**config.mk**
```make
export PLATFORM = sky130hd
export DESIGN_NAME = alu_arbiter
export DESIGN_NICKNAME = d
export VERILOG_FILES = /design/src/rtl/alu_arbiter.sv
export SDC_FILE = /design/constraint.sdc
export NUM_CORES = 1
export LEC_CHECK = 0
export ABC_CLOCK_PERIOD_IN_PS = 4500
export CORE_AREA = 2 2 109 111
export CTS_CLUSTER_DIAMETER = 60
export DETAILED_ROUTE_END_ITERATION = 12
export DIE_AREA = 0 0 111 113
export SYNTH_ARGS = -nofsm -noshare
export SYNTH_HDL_FRONTEND = slang
export SYNTH_SLANG_ARGS = --single-unit
```
**constraint.sdc**
```tcl
create_clock -name clk -period 4.5 [get_ports clk]
set_input_delay 0.9 -clock clk [delete_from_list [all_inputs] [get_ports clk]]
set_output_delay 0.9 -clock clk [all_outputs]
set_load 0.005 [all_outputs]
```
**src/rtl/alu_arbiter.sv**
```systemverilog
// alu_arbiter: round-robin arbiter sharing one combinational ALU among NREQ requesters.
// It takes one operation per cycle over a valid/ready request channel, drives the winner's
// operands onto the ALU, captures result/zero in a register and holds them until the owning
// requester takes them over its valid/ready response channel.
//
// Ports:
//   clk, reset                  clock (rising edge) and asynchronous active-high reset
//   req_valid/req_ready         per-requester request handshake (at most one ready bit set)
//   req_op1/req_op2/req_alu_op  packed per-requester operands, requester i at slot i
//   rsp_valid/rsp_ready         per-requester response handshake (at most one valid bit set)
//   rsp_result/rsp_zero         registered ALU outputs, qualified by rsp_valid
//   alu_op1/alu_op2/alu_alu_op  drive the shared ALU inputs
//   alu_result/alu_zero         shared ALU outputs
module alu_arbiter #(
  parameter int unsigned NREQ = 2
) (
  input  logic              clk,
  input  logic              reset,
  input  logic [NREQ-1:0]   req_valid,
  output logic [NREQ-1:0]   req_ready,
  input  logic [NREQ*32-1:0] req_op1,
  input  logic [NREQ*32-1:0] req_op2,
  input  logic [NREQ*4-1:0] req_alu_op,
  output logic [NREQ-1:0]   rsp_valid,
  input  logic [NREQ-1:0]   rsp_ready,
  output logic [31:0]       rsp_result,
  output logic              rsp_zero,
  output logic [31:0]       alu_op1,
  output logic [31:0]       alu_op2,
  output logic [3:0]        alu_alu_op,
  input  logic [31:0]       alu_result,
  input  logic              alu_zero
);

  localparam int unsigned IdxW = $clog2(NREQ);

  typedef enum logic [0:0] {StIdle, StResp} state_e;

  state_e          r_state, w_state_d;
  logic [IdxW-1:0] r_ptr, r_owner;
  logic [IdxW-1:0] w_gnt_idx, w_cand, w_sel;
  logic            w_gnt_found, w_can_accept, w_accept;

  // A new operation may enter when nothing is held or the held response leaves this cycle.
  assign w_can_accept = (r_state == StIdle) || ((r_state == StResp) && rsp_ready[r_owner]);

  // Round-robin search starting just after the last granted index.
  always_comb begin
    w_gnt_found = 1'b0;
    w_gnt_idx   = '0;
    w_cand      = '0;
    for (int unsigned k = 1; k <= NREQ; k++) begin
      w_cand = IdxW'((32'(r_ptr) + k) % NREQ);
      if (!w_gnt_found && req_valid[w_cand]) begin
        w_gnt_found = 1'b1;
        w_gnt_idx   = w_cand;
      end
    end
  end

  // Accepts are blocked while reset is high so nothing is captured across reset.
  assign w_accept = w_can_accept && w_gnt_found && !reset;

  always_comb begin
    req_ready = '0;
    if (w_accept) req_ready[w_gnt_idx] = 1'b1;
  end

  // Operand mux falls back to requester 0 so the ALU never sees X.
  assign w_sel = w_accept ? w_gnt_idx : '0;

  always_comb begin
    alu_op1    = req_op1[31:0];
    alu_op2    = req_op2[31:0];
    alu_alu_op = req_alu_op[3:0];
    for (int i = 0; i < int'(NREQ); i++) begin
      if (w_sel == IdxW'(i)) begin
        alu_op1    = req_op1[32*i +: 32];
        alu_op2    = req_op2[32*i +: 32];
        alu_alu_op = req_alu_op[4*i +: 4];
      end
    end
  end

  always_comb begin
    rsp_valid = '0;
    if (r_state == StResp) rsp_valid[r_owner] = 1'b1;
  end

  always_comb begin
    w_state_d = r_state;
    case (r_state)
      StIdle: if (w_accept) w_state_d = StResp;
      StResp: begin
        if (w_accept) begin
          w_state_d = StResp;
        end else if (rsp_ready[r_owner]) begin
          w_state_d = StIdle;
        end
      end
      default: w_state_d = StIdle;
    endcase
  end

  always_ff @(posedge clk or posedge reset) begin
    if (reset) begin
      r_state    <= StIdle;
      r_ptr      <= IdxW'(NREQ - 1);
      r_owner    <= '0;
      rsp_result <= '0;
      rsp_zero   <= 1'b0;
    end else begin
      r_state <= w_state_d;
      if (w_accept) begin
        rsp_result <= alu_result;
        rsp_zero   <= alu_zero;
        r_owner    <= w_gnt_idx;
        r_ptr      <= w_gnt_idx;
      end
    end
  end

endmodule
```
=== After elaboration in Yosys (flattened, before gate mapping) ===
Cells that the tools add are included.

* Add/sub/neg operators: 2
* Order comparisons: 6
* Muxes and demuxes: 24
* Bitwise gates (word level): 1
* Reductions and logical operators: 9

{| class="wikitable"
|+ Operator list
! operator !! count
|-
| two-way mux 32 bit || 2
|-
| two-way mux 1 bit || 16
|-
| less-than comparator 1 x 2 -> 1 bit (second input constant) || 4
|-
| logical AND 1 bit || 6
|-
| two-way mux 2 bit || 2
|-
| two-way mux 4 bit || 1
|-
| adder 1 bit (second input constant) || 2
|-
| demux 1 bit (select 1 bit) || 2
|-
| >= comparator 1 bit (second input constant) || 2
|-
| logical NOT 1 bit || 2
|-
| one-hot mux 1 bit (2 select lines) || 1
|-
| logical OR 1 bit || 1
|-
| NOT 1 bit || 1
|}

* Bits in registers: 36
* Input bits: 175
* Output and inout bits: 105
* Logic and storage cells: 47

=== Depth between registers and ports, before layout ===
Gate-level depths: netlist of the first run.

* Depth in word-level cells: 12
* Depth in mapped cells: 4
* Gate-level depth less buffers: 3

=== Worst setup path after synthesis of the first run ===
No wires, ideal clock.

* Kind: input port to output port
* Start: in req_valid[1]
* End: out alu_alu_op[2]
* Data arrival time: 2093 ps
* Data required time: 3600 ps
* Setup slack: 1507 ps
* Stages: 4
* Buffers on the path: 1
* Cells stage by stage: a21bo_2 -> a211oi_4 -> buf_6 -> mux2_2

* Cells in the longest elaborated chain, start to end: 10
* Elaborated cells between the ends (all ways): 14
* Those cells by class: 10 x mux; 4 x reduce/logical

{| class="wikitable"
|+ Ends and longest elaborated chain
! item !! RTL line !! text
|-
| from (decl) || 19 || <nowiki>input logic [NREQ-1:0] req_valid,</nowiki>
|-
| two-way mux 1 bit (implied by the code) (2 in series) || 54 || <nowiki>if (!w_gnt_found && req_valid[w_cand]) begin</nowiki>
|-
| two-way mux 1 bit || 54 ||
|-
| logical NOT 1 bit || 54 ||
|-
| logical AND 1 bit || 54 ||
|-
| two-way mux 1 bit || 54 ||
|-
| logical AND 1 bit (2 in series) || 62 || <nowiki>assign w_accept = w_can_accept && w_gnt_found && !reset;</nowiki>
|-
| two-way mux 1 bit * || 70 || <nowiki>assign w_sel = w_accept ? w_gnt_idx : '0;</nowiki>
|-
| two-way mux 4 bit * || 77 || <nowiki>if (w_sel == IdxW'(i)) begin</nowiki>
|-
| to (decl) || 30 || <nowiki>output logic [3:0] alu_alu_op,</nowiki>
|}

Mark *: on every way between the ends. The rest lies on a longest branch, timed or not. The select of a mux whose other input is x is not followed.

=== Worst setup path after layout of the first run ===
* Start: in rsp_ready[1]
* End: out alu_op2[0]

* Cells in the longest elaborated chain, start to end: 8

{| class="wikitable"
|+ Ends and longest elaborated chain
! item !! RTL line !! text
|-
| from (decl) || 25 || <nowiki>input logic [NREQ-1:0] rsp_ready,</nowiki>
|-
| two-way mux 1 bit (implied by the code) (2 in series) || 45 || <nowiki>assign w_can_accept = (r_state == StIdle) || ((r_state == StResp) && rsp_ready[r_owner]);</nowiki>
|-
| logical AND 1 bit || 45 ||
|-
| logical OR 1 bit || 45 ||
|-
| logical AND 1 bit (2 in series) || 62 ||
|-
| two-way mux 1 bit || 70 ||
|-
| two-way mux 32 bit || 77 ||
|-
| to (decl) || 29 || <nowiki>output logic [31:0] alu_op2,</nowiki>
|}

No other way between the ends. The select of a mux whose other input is x is not followed.

==> flow_metrics.env, run 1 <==
export IMPL_totalNegativeSetupSlack_ps=0
export IMPL_design_die_area_um2=12540
export IMPL_worst_pin_slew_ps=873.5
export IMPL_power_per_cell_area_nw_per_um2=270.6
export IMPL_grt_most_used_layer="met2"
export IMPL_chipWidth_um=111
export IMPL_hold_buffers=0
export IMPL_final_util_pct=47.30
export IMPL_fmaxAchievable_mhz=244.0
export IMPL_irDropWorstVdd_v=0.0002377
export IMPL_critPathMostFrequentCell="clkdlybuf4s50_1"
export IMPL_p_leak_uw=0.002029
export IMPL_core_region_area_um2=11270
export IMPL_boundaryPins=280
export IMPL_clockRootBuffer="clkbuf_16"
export IMPL_arrival_ps=3200
export IMPL_ys_warn_count=0
export IMPL_final_hold_violation_count=0
export IMPL_worstPathCellList="clkdlybuf4s50_1 > mux2i_1 > a211oi_4 > buf_12 > mux2_2 > clkdlybuf4s50_1"
export IMPL_netlist_instances=165
export IMPL_crit_buf_inv=3
export IMPL_dr_pass1_iters=4
export IMPL_globalRouteMet1Util_pct=18.05
export IMPL_cts_inserted_buffers=5
export IMPL_dr_first_iter_drc_count=79
export IMPL_finClkSkew_ps=4.427
export IMPL_totalWireLength_mm=10.42
export IMPL_synth_seq_area_share_pct=39.79
export IMPL_mappedNetlistArea_um2=2267
export IMPL_htree_num_levels=2
export IMPL_status="finished clean"
export IMPL_grt_start_max_net_pins=61
export IMPL_flops_latches_synth=36
export IMPL_min_period_over_period_pct=91.09
export IMPL_layout_nets=620
export IMPL_final_layout_size_suffix_gt1_share_pct=24.44
export IMPL_timing_critical_path_fanout_max=60
export IMPL_grt_first_pass_wirelength_mm=15.51
export IMPL_route_antenna_remaining_nets=0
export IMPL_synthesis_nets=340
export IMPL_detail_route_drc_violations=0
export IMPL_grt_remaining_overflow=0
export IMPL_buffers_inserted_during_post_cts_setup_optimization=0
export IMPL_antenna_cells=0
export IMPL_required_ps=3600
export IMPL_rsz0062_at_grt="false"
export IMPL_max_cap_viol_count=0
export IMPL_slew_violations=0
export IMPL_worstSetupEndpointType="output port"
export IMPL_ys_types=19
export IMPL_placement_rows=39
export IMPL_wl_per_cell_um=17.69
export IMPL_power_uw=1443
export IMPL_count_of_vias_placed_by_the_detailed_router=2484
export IMPL_grtUsageTotal_pct=15.91
export IMPL_first_global_vias=2623
export IMPL_critical_path_slowest_cell="clkdlybuf4s50_1"
export IMPL_cts_sink_count=36
export IMPL_flow_area_growth_from_synthesis_pct=135.2
export IMPL_use_met2_pct=28.67
export IMPL_clock_insertion_delay_worst_skew_ps=280
export IMPL_drt_vias_per_instance=4.217
export IMPL_path_delay_family="buffers and inverters"
export IMPL_global_route_usage_met3_pct=5.999
export IMPL_timing_critical_path_from_type="input pin"
export IMPL_dieHeight_um=113
export IMPL_clk_pin_slew_worst_paths_ps=50
export IMPL_initial_antenna_violation_count=1
export IMPL_timing_final_setup_violations=0
export IMPL_post_cts_resized_instances=0
export IMPL_relSlewSlack_pct=41.70
export IMPL_critPathKind="in -> out"
export IMPL_gp_routability_congestion=0.8273
export IMPL_syn_mean_instance_area_um2=13.74
export IMPL_post_dp_hpwl_mm=8.776
export IMPL_final_min_clock_period_ps=4099
export IMPL_port_buffers=279
export IMPL_cts_tree="built"
export IMPL_min_delay_path_class="reg -> reg"
export IMPL_initial_core_utilization_pct=20.11
export IMPL_cts_root_to_sink_buffers=2
export IMPL_worst_path_largest_cell_delay_ps=490
[final timing paths]
| path | slack (ps) | start | cells past startpoint | end |
|---|---|---|---|---|
| worst max register to register | 2720 | r_owner$_DFFE_PP0P_ | 4 | rsp_result[15]$_DFFE_PP0P_ |
| worst min register to register | 490 | r_ptr$_DFFE_PP1P_ | 2 | r_ptr$_DFFE_PP1P_ |
| min in group asynchronous | 1280 | reset | 2 | rsp_result[24]$_DFFE_PP0P_ |
| worst max-delay path | 400 | rsp_ready[1] | 6 | alu_op2[0] |
| worst min-delay path | 490 | r_ptr$_DFFE_PP1P_ | 2 | r_ptr$_DFFE_PP1P_ |
| max in group asynchronous | 2500 | reset | 3 | rsp_result[17]$_DFFE_PP0P_ |
[registers in the layout (all words and copies together) (netlist names)]
name,flops
rsp_result,32
r_owner,1
r_ptr,1
r_state,1
rsp_zero,1
[cells in the final DEF, fill, tap and decap left out]
cell type,n
buf_12,1
dfrtp_1,35
clkbuf_1,2
clkinv_4,1
and2_1,2
clkdlybuf4s50_1,279
dfstp_2,1
mux2i_1,1
a21oi_4,1
mux2_2,95
nor2b_1,3
nor3_1,1
nor2_1,1
mux2_1,6
nand2_1,2
o21bai_1,2
o32a_1,1
a211oi_4,1
a21bo_2,1
clkbuf_16,5
buf_4,3
inv_1,2
[power by group]
group          leakage, µW  switching (µW)  internal [µW]  total (µW)
combinational      0.00154             184            482         666
clock            0.0000681             128            206         334
sequential        0.000420            40.8            402         442
[logic make-up (layout without fill, tap and decap cells)]
group	after synthesis	after routing	synth area share [%]
flops	36	36	39.79
mux	102	102	50.61
simple gates	9	9	2.097
compound gates	6	6	2.815
buf+inv	12	293	4.691
[layer usage]
metal | routed length (µm) | vias up
met5 | 13 | -
met4 | 92 | 2
met3 | 951 | 15
met2 | 5439 | 134
met1 | 3921 | 1169
li1 | - | 1164
[Yosys cell counts, drive strengths merged]
master | n | area share, %
mux2 | 101 | 50
dfrtp | 35 | 39
buf | 10 | 4.4
nor2b | 3 | 0.83
and2 | 2 | 0.55
inv | 2 | 0.33
nand2 | 2 | 0.33
o21bai | 2 | 0.66
a211oi | 1 | 0.88
a21bo | 1 | 0.44
a21oi | 1 | 0.39
dfstp | 1 | 1.2
mux2i | 1 | 0.44
nor2 | 1 | 0.17
nor3 | 1 | 0.22
o32a | 1 | 0.44
[layout make-up]
| class | instances | area, µm² |
|---|---|---|
| well taps | 143 | 178.9 |
| clock inverters | 1 | 8.758 |
| multi-input cells | 117 | 1266 |
| fillers | 1074 | 5941 |
| repair buffers | 283 | 2835 |
| flip-flops and latches | 36 | 902.1 |
| inverters | 2 | 7.507 |
| clock buffers | 7 | 132.6 |
[stage by stage]
step	cell area (µm²)	setup slack [ps]	hold slack (ps)	instances
after global routing	5331	293.8	526.7	589
final	5331	400.9	490.0	589
after CTS	5331	372.8	496.5	589
after floorplan	2267	1507	455.3	165
after global placement	5190	430.9	476.7	581
after detailed placement	5190	379.3	487.9	581
[worst register-to-register path, delay by kind of cell (launching register included)]
kind	cells	cell delay [ps]
buf+inv	1	410
mux	2	650
flops	1	410
compound gates	1	200
Power figures use the tool's default switching activity.
==> run 2, diff against run 1 <==
--- a/config.mk
+++ b/config.mk
@@ -6,6 +6,7 @@
 export NUM_CORES = 1
 export LEC_CHECK = 0
 export ABC_CLOCK_PERIOD_IN_PS = 4500
+export CAP_MARGIN = 20
 export CORE_AREA = 2 2 109 111
 export CTS_CLUSTER_DIAMETER = 60
 export DETAILED_ROUTE_END_ITERATION = 12
==> results of run 2 <==
Same layout as run 1: the final DEF is identical, and so are final timing and power.
==> run 3, diff against run 2 <==
--- a/config.mk
+++ b/config.mk
@@ -5,12 +5,13 @@
 export SDC_FILE = /design/constraint.sdc
 export NUM_CORES = 1
 export LEC_CHECK = 0
-export ABC_CLOCK_PERIOD_IN_PS = 4500
+export ABC_CLOCK_PERIOD_IN_PS = 4650
 export CAP_MARGIN = 20
 export CORE_AREA = 2 2 109 111
 export CTS_CLUSTER_DIAMETER = 60
 export DETAILED_ROUTE_END_ITERATION = 12
 export DIE_AREA = 0 0 111 113
+export SKIP_LAST_GASP = 1
 export SYNTH_ARGS = -nofsm -noshare
 export SYNTH_HDL_FRONTEND = slang
 export SYNTH_SLANG_ARGS = --single-unit
==> constraint.sdc (replaced) <==
create_clock -name clk -period 4.65 [get_ports clk]
set_input_delay 0.93 -clock clk [delete_from_list [all_inputs] [get_ports clk]]
set_output_delay 0.93 -clock clk [all_outputs]
set_load 0.005 [all_outputs]
==> flow_metrics.env, run 3 (synthesis results as in run 1) <==
export IMPL_min_period_over_period_pct=89.89
export IMPL_final_layout_size_suffix_gt1_share_pct=24.89
export IMPL_final_util_pct=47.84
export IMPL_clockRootBuffer="clkbuf_16"
export IMPL_timing_critical_path_fanout_max=69
export IMPL_core_region_area_um2=11270
export IMPL_route_antenna_remaining_nets=0
export IMPL_area_of_the_multi_input_gates_um2=1266
export IMPL_detail_route_drc_violations=0
export IMPL_cts_root_to_sink_buffers=2
export IMPL_arrival_ps=3250
export IMPL_post_dp_hpwl_mm=8.719
export IMPL_final_min_clock_period_ps=4180
export IMPL_power_per_cell_area_nw_per_um2=274.8
export IMPL_grt_remaining_overflow=0
export IMPL_hold_path_end="r_ptr$_DFFE_PP1P_"
export IMPL_clock_insertion_delay_worst_skew_ps=280
export IMPL_fin_cells=589
export IMPL_reg2reg_slack_ps=2850
export IMPL_worst_path_largest_cell_delay_ps=520
export IMPL_rr_startpoint="r_owner$_DFFE_PP0P_"
export IMPL_final_hold_violation_count=0
export IMPL_antenna_cells=0
export IMPL_min_path_cells=2
export IMPL_finClkSkew_ps=2.294
export IMPL_critical_path_slowest_cell="clkdlybuf4s50_1"
export IMPL_worst_pin_slew_ps=529.5
export IMPL_placement_rows=39
export IMPL_flow_area_growth_from_synthesis_pct=137.9
export IMPL_timing_final_setup_violations=0
export IMPL_cts_tree="built"
export IMPL_power_uw=1482
export IMPL_worstSetupEndpointType="output port"
export IMPL_status="finished clean"
export IMPL_buffers_inserted_during_post_cts_setup_optimization=0
export IMPL_placedCellCount=581
export IMPL_htree_num_levels=2
export IMPL_first_global_vias=2621
export IMPL_drt_vias_per_instance=4.243
export IMPL_required_ps=3720
export IMPL_slew_violations=0
export IMPL_post_dp_cell_area_um2=5210
export IMPL_largest_register="rsp_result"
export IMPL_r2r_end="rsp_result[11]$_DFFE_PP0P_"
export IMPL_layout_filler_cells=1076
export IMPL_rsz0062_at_grt="false"
export IMPL_count_of_vias_placed_by_the_detailed_router=2499
export IMPL_cts_inserted_buffers=5
export IMPL_cts_sink_count=36
export IMPL_timing_critical_path_from_type="input pin"
export IMPL_layout_cells_most_common_list="clkdlybuf4s50_1, mux2_2, dfrtp_1"
export IMPL_design_die_area_um2=12540
export IMPL_hold_start="r_ptr$_DFFE_PP1P_"
export IMPL_critPathMostFrequentCell="clkdlybuf4s50_1"
export IMPL_initial_antenna_violation_count=0
export IMPL_max_cap_viol_count=0
export IMPL_largest_register_ffs=32
export IMPL_grt_start_max_net_pins=70
export IMPL_min_delay_path_class="reg -> reg"
export IMPL_irDropWorstVdd_v=0.0002131
export IMPL_port_buffers=279
export IMPL_totalWireLength_mm=10.35
export IMPL_dieHeight_um=113
export IMPL_critical_path_startpoint="rsp_ready[1]"
export IMPL_timing_reg2reg_worst_path_depth=4
export IMPL_dr_first_iter_drc_count=76
export IMPL_seq_area_um2=902.1
export IMPL_hold_buffers=0
export IMPL_worstPathCellList="clkdlybuf4s50_1 > mux2i_1 > a211oi_4 > buf_12 > mux2_2 > clkdlybuf4s50_1"
export IMPL_wl_per_cell_um=17.56
export IMPL_totalNegativeSetupSlack_ps=0
export IMPL_critPathKind="in -> out"
export IMPL_gp_routability_congestion=0.8612
export IMPL_mostFrequentLayoutCell="clkdlybuf4s50_1"
export IMPL_boundaryPins=280
export IMPL_fmaxAchievable_mhz=239.2
export IMPL_initial_core_utilization_pct=20.11
export IMPL_grt_first_pass_wirelength_mm=15.44
export IMPL_grtUsageTotal_pct=15.73
export IMPL_clk_pin_slew_worst_paths_ps=50
export IMPL_chipWidth_um=111
export IMPL_layout_nets=620
export IMPL_finish_instance_area_um2=5393
export IMPL_dr_pass1_iters=4
export IMPL_post_cts_resized_instances=0
export IMPL_p_leak_uw=0.002058
export IMPL_relSlewSlack_pct=63.69
==> run 3: worst max path at each step <==
stage / to / cells past startpoint
after floorplan: alu_alu_op[2] / 4
after global placement: alu_op2[0] / 6
after detailed placement: alu_op2[3] / 6
after CTS: alu_op2[0] / 6
after global routing: alu_op2[3] / 6
final: alu_op2[3] / 6
==> run 3: final cells by class <==
cell class,instances,share of cell area [%]
repair buffers,283,52.95
multi-input cells,117,23.48
flip-flops and latches,36,16.73
well taps,143,3.318
clock buffers,7,2.831
clock inverters,1,0.5568
inverters,2,0.1392
==> run 3: through the flow <==
stage	hold WS, ps	worst slack (ps)
after floorplan	455.3	1597
after global placement	480.6	476.4
after detailed placement	482.6	452.7
after CTS	491.3	450.6
after global routing	523.0	318.4
final	488.2	470.2
==> run 3: worst max-delay path, delay by kind of cell <==
family / cells / cell delay (ps)
muxes: 2 / 570
buffers and inverters: 3 / 1360
AOI/OAI and AO/OA: 1 / 340
==> run 3: report_power, final <==
group          switching [µW]  total, µW  internal (µW)
sequential               42.1        431            389
clock                     123        405            282
combinational             179        646            467
==> run 3: routing by layer <==
metal | part of all wire [%] | track usage, % | vias to the layer above | wire length, µm
met5 | 0 | 0 | - | 0
met2 | 51 | 27.93 | 140 | 5249
met3 | 9.0 | 5.088 | 15 | 933
met4 | 2.4 | 4.750 | 0 | 248
li1 | - | - | 1168 | -
met1 | 38 | 18.11 | 1176 | 3914
